### config.mk
export PLATFORM = sky130hd
export DESIGN_NAME = ps2_tx
export DESIGN_NICKNAME = d
export VERILOG_FILES = /design/src/rtl/ps2_pkg.sv /design/src/rtl/ps2_sync.sv /design/src/rtl/ps2_tx.sv
export SDC_FILE = /design/constraint.sdc
export NUM_CORES = 1
export LEC_CHECK = 0
export CORE_MARGIN = 2
export CORE_UTILIZATION = 40
export CTS_CLUSTER_SIZE = 12
export DETAILED_ROUTE_END_ITERATION = 7
export GPL_TIMING_DRIVEN = 0
export PLACE_DENSITY = 0.65
export REMOVE_ABC_BUFFERS = 1
export SLEW_MARGIN = 20
export SYNTH_ARGS = -nofsm -noshare
export SYNTH_HDL_FRONTEND = slang
export SYNTH_SLANG_ARGS = --single-unit
### constraint.sdc
create_clock -name sys_clk -period 4.7 [get_ports sys_clk]
set_clock_uncertainty 0.15 [all_clocks]
set_input_delay 0.94 -clock sys_clk [delete_from_list [all_inputs] [get_ports sys_clk]]
set_output_delay 0.94 -clock sys_clk [all_outputs]
set_load 0.005 [all_outputs]
### src/rtl/ps2_pkg.sv
// Shared PS/2 definitions: host-transmit FSM states, frame length and common command bytes.
package ps2_pkg;

   typedef enum logic [2:0] {
      ST_IDLE,
      ST_INHIBIT,
      ST_START,
      ST_DATA,
      ST_PARITY,
      ST_STOP,
      ST_ACK,
      ST_WAIT_IDLE
   } ps2_tx_state_e;

   // Device clock falling edges in one host-to-device frame, ACK sample included
   localparam int unsigned FRAME_EDGES = 11;

   localparam logic [7:0] CMD_SET_LEDS = 8'hED;
   localparam logic [7:0] CMD_RESET    = 8'hFF;
   localparam logic [7:0] RSP_ACK      = 8'hFA;

   function automatic logic odd_parity(input logic [7:0] b);
      return ~^b;
   endfunction

endpackage

### src/rtl/ps2_sync.sv
// Two-flop synchronizers for the raw PS/2 lines plus falling-edge detect on the clock line.
module ps2_sync (
   input  logic sys_clk,
   input  logic rst,
   input  logic ps2_clk,
   input  logic ps2_data,
   output logic clk_sync,
   output logic data_sync,
   output logic clk_fall
);

   logic [1:0] clk_meta;
   logic [1:0] data_meta;
   logic       clk_prev;

   // Idle bus level is high, so everything clears to 1
   always_ff @(posedge sys_clk or negedge rst) begin
      if (!rst) begin
         clk_meta  <= 2'b11;
         data_meta <= 2'b11;
         clk_prev  <= 1'b1;
      end else begin
         clk_meta  <= {clk_meta[0], ps2_clk};
         data_meta <= {data_meta[0], ps2_data};
         clk_prev  <= clk_meta[1];
      end
   end

   assign clk_sync  = clk_meta[1];
   assign data_sync = data_meta[1];
   assign clk_fall  = clk_prev & ~clk_meta[1];

endmodule

### src/rtl/ps2_tx.sv
// PS/2 host-to-device byte transmitter (inhibit, start, 8 data, parity, stop, ACK sample).
// Optional watchdog on device clocking enabled by defining PS2_TX_TIMEOUT_EN.
module ps2_tx
   import ps2_pkg::*;
#(
   parameter int INHIBIT_CYCLES = 5000,
   parameter int TIMEOUT_CYCLES = 1000000
) (
   input  logic       sys_clk,
   input  logic       rst,
   input  logic [7:0] tx_data,
   input  logic       tx_valid,
   output logic       tx_ready,
   output logic       tx_done,
   output logic       tx_err,
   input  logic       ps2_clk,
   input  logic       ps2_data,
   output logic       ps2_clk_oe,
   output logic       ps2_data_oe
);

   localparam int INH_W = $clog2(INHIBIT_CYCLES + 1);

   ps2_tx_state_e    state;
   ps2_tx_state_e    state_nxt;
   logic             clk_s;
   logic             data_s;
   logic             fall;
   logic             accept;
   logic             inh_last;
   logic             bus_idle;
   logic             timeout;
   logic [7:0]       shift_byte;
   logic             par_bit;
   logic [2:0]       bit_cnt;
   logic [INH_W-1:0] inh_cnt;
   logic             success;

   ps2_sync u_sync (
      .sys_clk   (sys_clk),
      .rst       (rst),
      .ps2_clk   (ps2_clk),
      .ps2_data  (ps2_data),
      .clk_sync  (clk_s),
      .data_sync (data_s),
      .clk_fall  (fall)
   );

   assign accept   = tx_valid && (state == ST_IDLE);
   assign inh_last = (state == ST_INHIBIT) && (inh_cnt == INH_W'(INHIBIT_CYCLES - 1));
   assign bus_idle = clk_s && data_s;

`ifdef PS2_TX_TIMEOUT_EN
   localparam int WD_W = $clog2(TIMEOUT_CYCLES + 1);

   logic [WD_W-1:0] wd_cnt;
   logic            watched;

   assign watched = state inside {ST_START, ST_DATA, ST_PARITY, ST_STOP, ST_WAIT_IDLE};
   // Unwatched states hold the counter at zero, which also restarts it on entry to START
   assign timeout = watched && !fall && (wd_cnt == WD_W'(TIMEOUT_CYCLES - 1));

   always_ff @(posedge sys_clk or negedge rst) begin
      if (!rst)
         wd_cnt <= '0;
      else if (!watched || fall)
         wd_cnt <= '0;
      else if (!timeout)
         wd_cnt <= wd_cnt + 1'b1;
   end
`else
   assign timeout = 1'b0;
`endif

   always_ff @(posedge sys_clk or negedge rst) begin
      if (!rst)
         state <= ST_IDLE;
      else
         state <= state_nxt;
   end

   always_comb begin
      state_nxt = state;
      case (state)
         ST_IDLE:      if (tx_valid) state_nxt = ST_INHIBIT;
         ST_INHIBIT:   if (inh_last) state_nxt = ST_START;
         ST_START: begin
            if (timeout)   state_nxt = ST_IDLE;
            else if (fall) state_nxt = ST_DATA;
         end
         ST_DATA: begin
            if (timeout)                     state_nxt = ST_IDLE;
            else if (fall && bit_cnt == 3'd7) state_nxt = ST_PARITY;
         end
         ST_PARITY: begin
            if (timeout)   state_nxt = ST_IDLE;
            else if (fall) state_nxt = ST_STOP;
         end
         ST_STOP: begin
            if (fall)         state_nxt = data_s ? ST_WAIT_IDLE : ST_ACK;
            else if (timeout) state_nxt = ST_IDLE;
         end
         ST_ACK:       state_nxt = ST_WAIT_IDLE;
         ST_WAIT_IDLE: if (bus_idle || timeout) state_nxt = ST_IDLE;
         default:      state_nxt = ST_IDLE;
      endcase
   end

   always_comb begin
      tx_ready    = (state == ST_IDLE);
      ps2_clk_oe  = 1'b0;
      ps2_data_oe = 1'b0;
      tx_done     = 1'b0;
      tx_err      = 1'b0;
      case (state)
         ST_INHIBIT: begin
            ps2_clk_oe  = 1'b1;
            ps2_data_oe = inh_last;
         end
         ST_START: begin
            ps2_data_oe = 1'b1;
            tx_err      = timeout;
         end
         ST_DATA: begin
            ps2_data_oe = ~shift_byte[bit_cnt];
            tx_err      = timeout;
         end
         ST_PARITY: begin
            ps2_data_oe = ~par_bit;
            tx_err      = timeout;
         end
         ST_STOP:    tx_err = (fall && data_s) || timeout;
         ST_WAIT_IDLE: begin
            if (bus_idle) tx_done = success;
            else          tx_err  = timeout;
         end
         default: ;
      endcase
   end

   always_ff @(posedge sys_clk or negedge rst) begin
      if (!rst) begin
         inh_cnt <= '0;
         bit_cnt <= '0;
         success <= 1'b0;
      end else begin
         if (accept)
            inh_cnt <= '0;
         else if (state == ST_INHIBIT)
            inh_cnt <= inh_cnt + 1'b1;

         // Index saturates at 7; leaving DATA is what ends the byte
         if (state == ST_START)
            bit_cnt <= '0;
         else if (state == ST_DATA && fall && bit_cnt != 3'd7)
            bit_cnt <= bit_cnt + 1'b1;

         if (accept)
            success <= 1'b0;
         else if (state == ST_ACK)
            success <= 1'b1;
      end
   end

   always_ff @(posedge sys_clk) begin
      if (accept) begin
         shift_byte <= tx_data;
         par_bit    <= odd_parity(tx_data);
      end
   end

endmodule

## Yosys cells after proc, flatten, opt, wreduce, memory -nomap -nowiden

Index checks and enable logic that the tools add are counted.

| cells by class | value |
|---|---|
| reductions and logical operators | 13 |
| $add $sub $neg | 2 |
| bitwise gates (word level) | 4 |
| multiplexer cells | 22 |
| $lt $le $gt $ge | 1 |
| equality and inequality tests | 17 |

Operator list:

| kind | number |
|---|---|
| two-way mux 3 bit | 9 |
| two-way mux 13 bit | 2 |
| case mux 3 bit (8 select lines) | 1 |
| equality test 3 bit, second input constant | 5 |
| inequality test 2 bit, second input constant | 7 |
| adder 13 x 1 -> 13 bit, second input constant | 1 |
| equality test 13 bit, second input constant | 1 |
| two-way mux 1 bit | 8 |
| XNOR reduction 8 bit | 1 |
| logical AND 1 bit | 7 |
| AND reduction 7 bit | 1 |
| equality test 3 x 2 -> 1 bit, second input constant | 2 |
| nonzero test 2 bit | 3 |
| < comparator 3 x 4 -> 1 bit, second input constant | 1 |
| case mux 1 bit (4 select lines) | 1 |
| adder 3 x 1 -> 3 bit, second input constant | 1 |
| binary-select mux 1 bit (select 3 bit) | 1 |
| equality test 3 x 1 -> 1 bit, second input constant | 1 |
| zero test 3 bit | 1 |
| inequality test 3 bit, second input constant | 1 |
| inverter 1 bit | 3 |
| AND 1 bit | 1 |

| word-level totals | value |
|---|---|
| output and inout bits | 5 |
| register bits | 34 |
| bits of input ports | 13 |
| logic and storage cells | 68 |

## Depth between registers and ports, before layout

| logic depth | value |
|---|---|
| word-level depth | 6 |
| depth in mapped cells | 6 |
| depth with buffers taken out | 6 |

## Cells and area by module

Synthesis repeated with hierarchy kept, for this count alone.

| second synthesis, totals | value |
|---|---|
| cell total of the unflattened synthesis | 152 |
| area total of the unflattened synthesis | 1714.1 um^2 |

Modules (own cells, without submodules):

| module | area each (um^2) | sequential area each (um^2) | times used | cells each |
|---|---|---|---|---|
| ps2_tx | 1569.0 | 770.7 | 1 | 146 |
| ps2_sync | 145.1 | 131.4 | 1 | 6 |

## Worst setup path after synthesis

OpenSTA, ideal clock, no wires.

| path | value |
|---|---|
| kind | register to output |
| start | register inh_cnt[4] |
| end | output port ps2_data_oe |
| required time | 3.610 ns |
| stages on the path, launching flop included | 5 |
| path buffers | 0 |
| setup slack | 2.188 ns |
| arrival | 1.422 ns |
| cell sequence | dfrtp_1 > or4b_1 > nor3_2 > nand3b_1 > a31oi_1 |

| between the ends | value |
|---|---|
| cells in the longest elaborated chain, start to end | 3 |

Ends and longest elaborated chain:

| element | RTL line | RTL |
|---|---|---|
| start, declared | ps2_tx.sv:36 | `logic [INH_W-1:0] inh_cnt;` |
| start signal, assigned | ps2_tx.sv:150 | `inh_cnt <= inh_cnt + 1'b1;` |
| equality test 13 bit | ps2_tx.sv:50 | `assign inh_last = (state == ST_INHIBIT) && (inh_cnt == INH_W'(INHIBIT_CYCLES - 1));` |
| logical AND 1 bit | ps2_tx.sv:50 |  |
| case mux 1 bit (4 select lines) | ps2_tx.sv:115 | `case (state)` |
| end, declared | ps2_tx.sv:19 | `output logic ps2_data_oe` |

Every way passes these cells.

## Worst setup path in the final report

Ends and elaborated chain as after synthesis.

==> impl_results.md <==
* Result of the run: completed
* Slew Viols, Final at 0
* Root buffer cell: clkbuf_8
* Wire length of the first global-routing pass at 5264 µm
* Number of global-route vias before repair at 1,100
* Top_reg_cell synth: dfrtp_1
* Post-synth design cell area at 1707 µm²
* Buffers from clock root to sink, at most at 2
* Wirelength per Cell at 13.98 µm
* Number of buffers added by the clock tree synthesis step at 5
* Die Y at 69.32 µm
* Clock transition at path regs at 0.06 ns
* Areal power density over the cells at 387.5 nW/µm²
* CTS resizes at 0
* CP Max Fanout at 4
* DR iter-0 viols at 159
* Number of enable-type register cells in the synthesized netlist at 9
* Worst min-delay path category: flip-flop to flip-flop
* Share of layout cells above drive strength 1 at 14.12%
* Worst EP required at 3.61 ns
* Most frequent cell after synthesis: dfrtp_1
* Core Footprint at 4058 µm²
* Post-synthesis async set-or-reset flop share at 73.53%
* Worst-Skew Late Latency at 0.29 ns
* P_leak at 0.7853 nW
* Hold Fails Final Rpt at 0
* # clock sinks at 34
* Average vias per placed instance at 5.286
* Overall fraction of global-route tracks in use at 13.88%
* Syn Area/Cell at 11.30 µm²
* Final critical-path share of the clock period at 73.52%
* Post-CTS Setup Inserts at 0
* Most area-hungry cell type in the Yosys netlist: dfrtp_1
* Crit. End Element: output port
* Pin count of the biggest net entering global routing at 26
* Die width at 69.32 µm
* Top cells by count, synth: 20 x dfrtp_1, 17 x nor2_1, 9 x edfxtp_1, 9 x nand2_1
* Drt total wl at 3075 µm
* Starting density of the core at 42.06%
* Number of antenna repair diodes at 0
* Worst slew slack as a fraction of its limit at 42.63%
* Min Tclk post-route at 3.455 ns
* Port Buf Inserts at 17
* Routability-driven placement congestion ratio at 0.7436
* Antenna violations before repair at 0
* Seq cells post-synth at 34
* Remaining antenna violation count at 0
* Achievable Freq at 289.4 MHz
* H-Tree Level Count at 2
* GR Overflow Total at 0
* Sequential share of the synthesized area at 52.86%
* Classification of the worst setup path: flip-flop to output port
* Arr. time, crit path at 2.37 ns
* Post-synth cell types at 39
* Top cells by area, synth: dfrtp_1 29%, edfxtp_1 16%, dfstp_2 7.7%
* Startpoint class of the critical path: flip-flop
* Instance area after placement at 1902 µm²
* Total of hold buffers inserted after clock tree synthesis at 0
* Max-Cap Viols at 0
* Yosys synthesis warning count at 0
* Number of rows in the core area at 23
* Top-Level Pins at 18
* # DRC at 0
* RSZ-0062 raised after global routing: false
* Number of fill cells in the layout at 364
* Count of TritonRoute iterations in the first routing pass at 4
* Final nets at 185
* Fraction of post-synthesis cell area in the top cell type by area at 29.33%
* Setup TNS at 0 ns
* Worst vdd ir at 0.2701 mV
* Die ar. at 4805 µm²
* Actual slew at the worst max-slew pin at 0.8606 ns
* Post-detail-place hpwl at 2141 µm
* CTS tree: done
* Final design area excluding fillers at 1988 µm²
* Number of failing setup endpoints in the final timing report at 0
* Overall via count from detail_route at 1,163
* Synth-to-layout area growth at 16.50%
* Mapped Cells at 151
[cells by family (layout without fill, tap and decap cells)]
logic type / after synthesis / count (layout) / synth area share, %
DFF: 34 / 34 / 52.86
AOI/OAI and AO/OA: 24 / 24 / 9.678
adders and majority gates: 3 / 3 / 2.200
xor gates and xnor gates: 15 / 15 / 7.698
buffers and inverters: 7 / 26 / 2.419
and+or+nand+nor: 62 / 62 / 20.16
muxes: 6 / 6 / 4.985
[metal layers]
layer	routed length (µm)	share of wire, %	track usage, %
met1	1522	49	19.38
met3	126	4.1	4.942
met4	36	1.2	4.575
met5	0	0	0
met2	1389	45	20.09
[state kept, by name, summed over array words and instances (netlist names)]
signal	flops
state	3
u_sync.data_meta	2
bit_cnt	3
par_bit	1
success	1
u_sync.clk_prev	1
inh_cnt	13
u_sync.clk_meta	2
shift_byte	8
[metrics by stage]
stage	util, %	setup slack [ns]	hold slack (ns)	instances	power (W)
final	49.00	1.245	0.2056	220	0.0007705
after global routing	49.00	1.110	0.2136	220	0.0008201
after CTS	49.12	1.231	0.2060	220	0.0007822
after detailed placement	46.87	1.554	0.1968	212	0.0005575
after global placement	46.87	1.570	0.1965	212	0.0005506
after floorplan	-	2.187	0.1952	145	0.0004920
[layout make-up]
cell class              count  area (µm²)  area share (%)
flip-flops and latches     34       902.1           45.37
clock inverters             1       5.005          0.2517
inverters                   1       3.754          0.1888
repair buffers             17       165.2           8.307
clock buffers               7       86.33           4.342
well taps                  50       62.56           3.147
multi-input cells         110       763.2           38.39
[worst max-delay path: stages (launching register included)]
cell and delay (ns):
dfrtp_1 0.42, or4b_1 0.55, nor3_2 0.29, nand3b_1 0.11
a31oi_1 0.19, clkdlybuf4s50_1 0.52
[report_power, final]
group / leakage (nW) / total, W / internal [W] / switching, W
clock network: 0.0482 / 0.000220 / 0.000118 / 0.000102
registers: 0.408 / 0.000383 / 0.000348 / 0.0000352
logic: 0.329 / 0.000167 / 0.0000788 / 0.0000885
[layout by cell type (no fill, tap or decap), types with 3 or more instances in the layout]
master / synthesis / layout
a21oi_1: 8 / 8
and2_1: 2 / 3
clkbuf_8: 0 / 6
clkdlybuf4s50_1: 0 / 16
dfrtp_1: 20 / 20
dfstp_2: 5 / 5
edfxtp_1: 9 / 9
ha_1: 3 / 3
mux2i_1: 4 / 4
nand2_1: 9 / 9
nand2b_1: 5 / 5
nand3_1: 4 / 4
nand4_1: 3 / 3
nor2_1: 17 / 17
nor3_1: 5 / 5
o21ai_0: 6 / 6
o31ai_1: 5 / 5
or3_2: 3 / 3
or4_1: 3 / 3
xnor2_1: 8 / 8
xor2_1: 7 / 7
[path summary, 6_finish.rpt]
| check | depth (start not counted) | to | slack (ns) | from |
|---|---|---|---|---|
| setup / recovery | 5 | ps2_data_oe | 1.24 | inh_cnt[4]$_DFFE_PN0P_ |
| hold / removal | 0 | u_sync.clk_meta[1]$_DFF_PN1_ | 0.21 | u_sync.clk_meta[0]$_DFF_PN1_ |
| setup reg to reg | 2 | shift_byte[0]$_DFFE_PN_ | 2.64 | state[2]$_DFFE_PN0P_ |
| hold reg to reg | 0 | u_sync.clk_meta[1]$_DFF_PN1_ | 0.21 | u_sync.clk_meta[0]$_DFF_PN1_ |
| max in group asynchronous | 1 | inh_cnt[6]$_DFFE_PN0P_ | 3.51 | rst |
| min in group asynchronous | 1 | state[2]$_DFFE_PN0P_ | 0.50 | rst |
No activity file was read; power rests on OpenSTA's default activity.
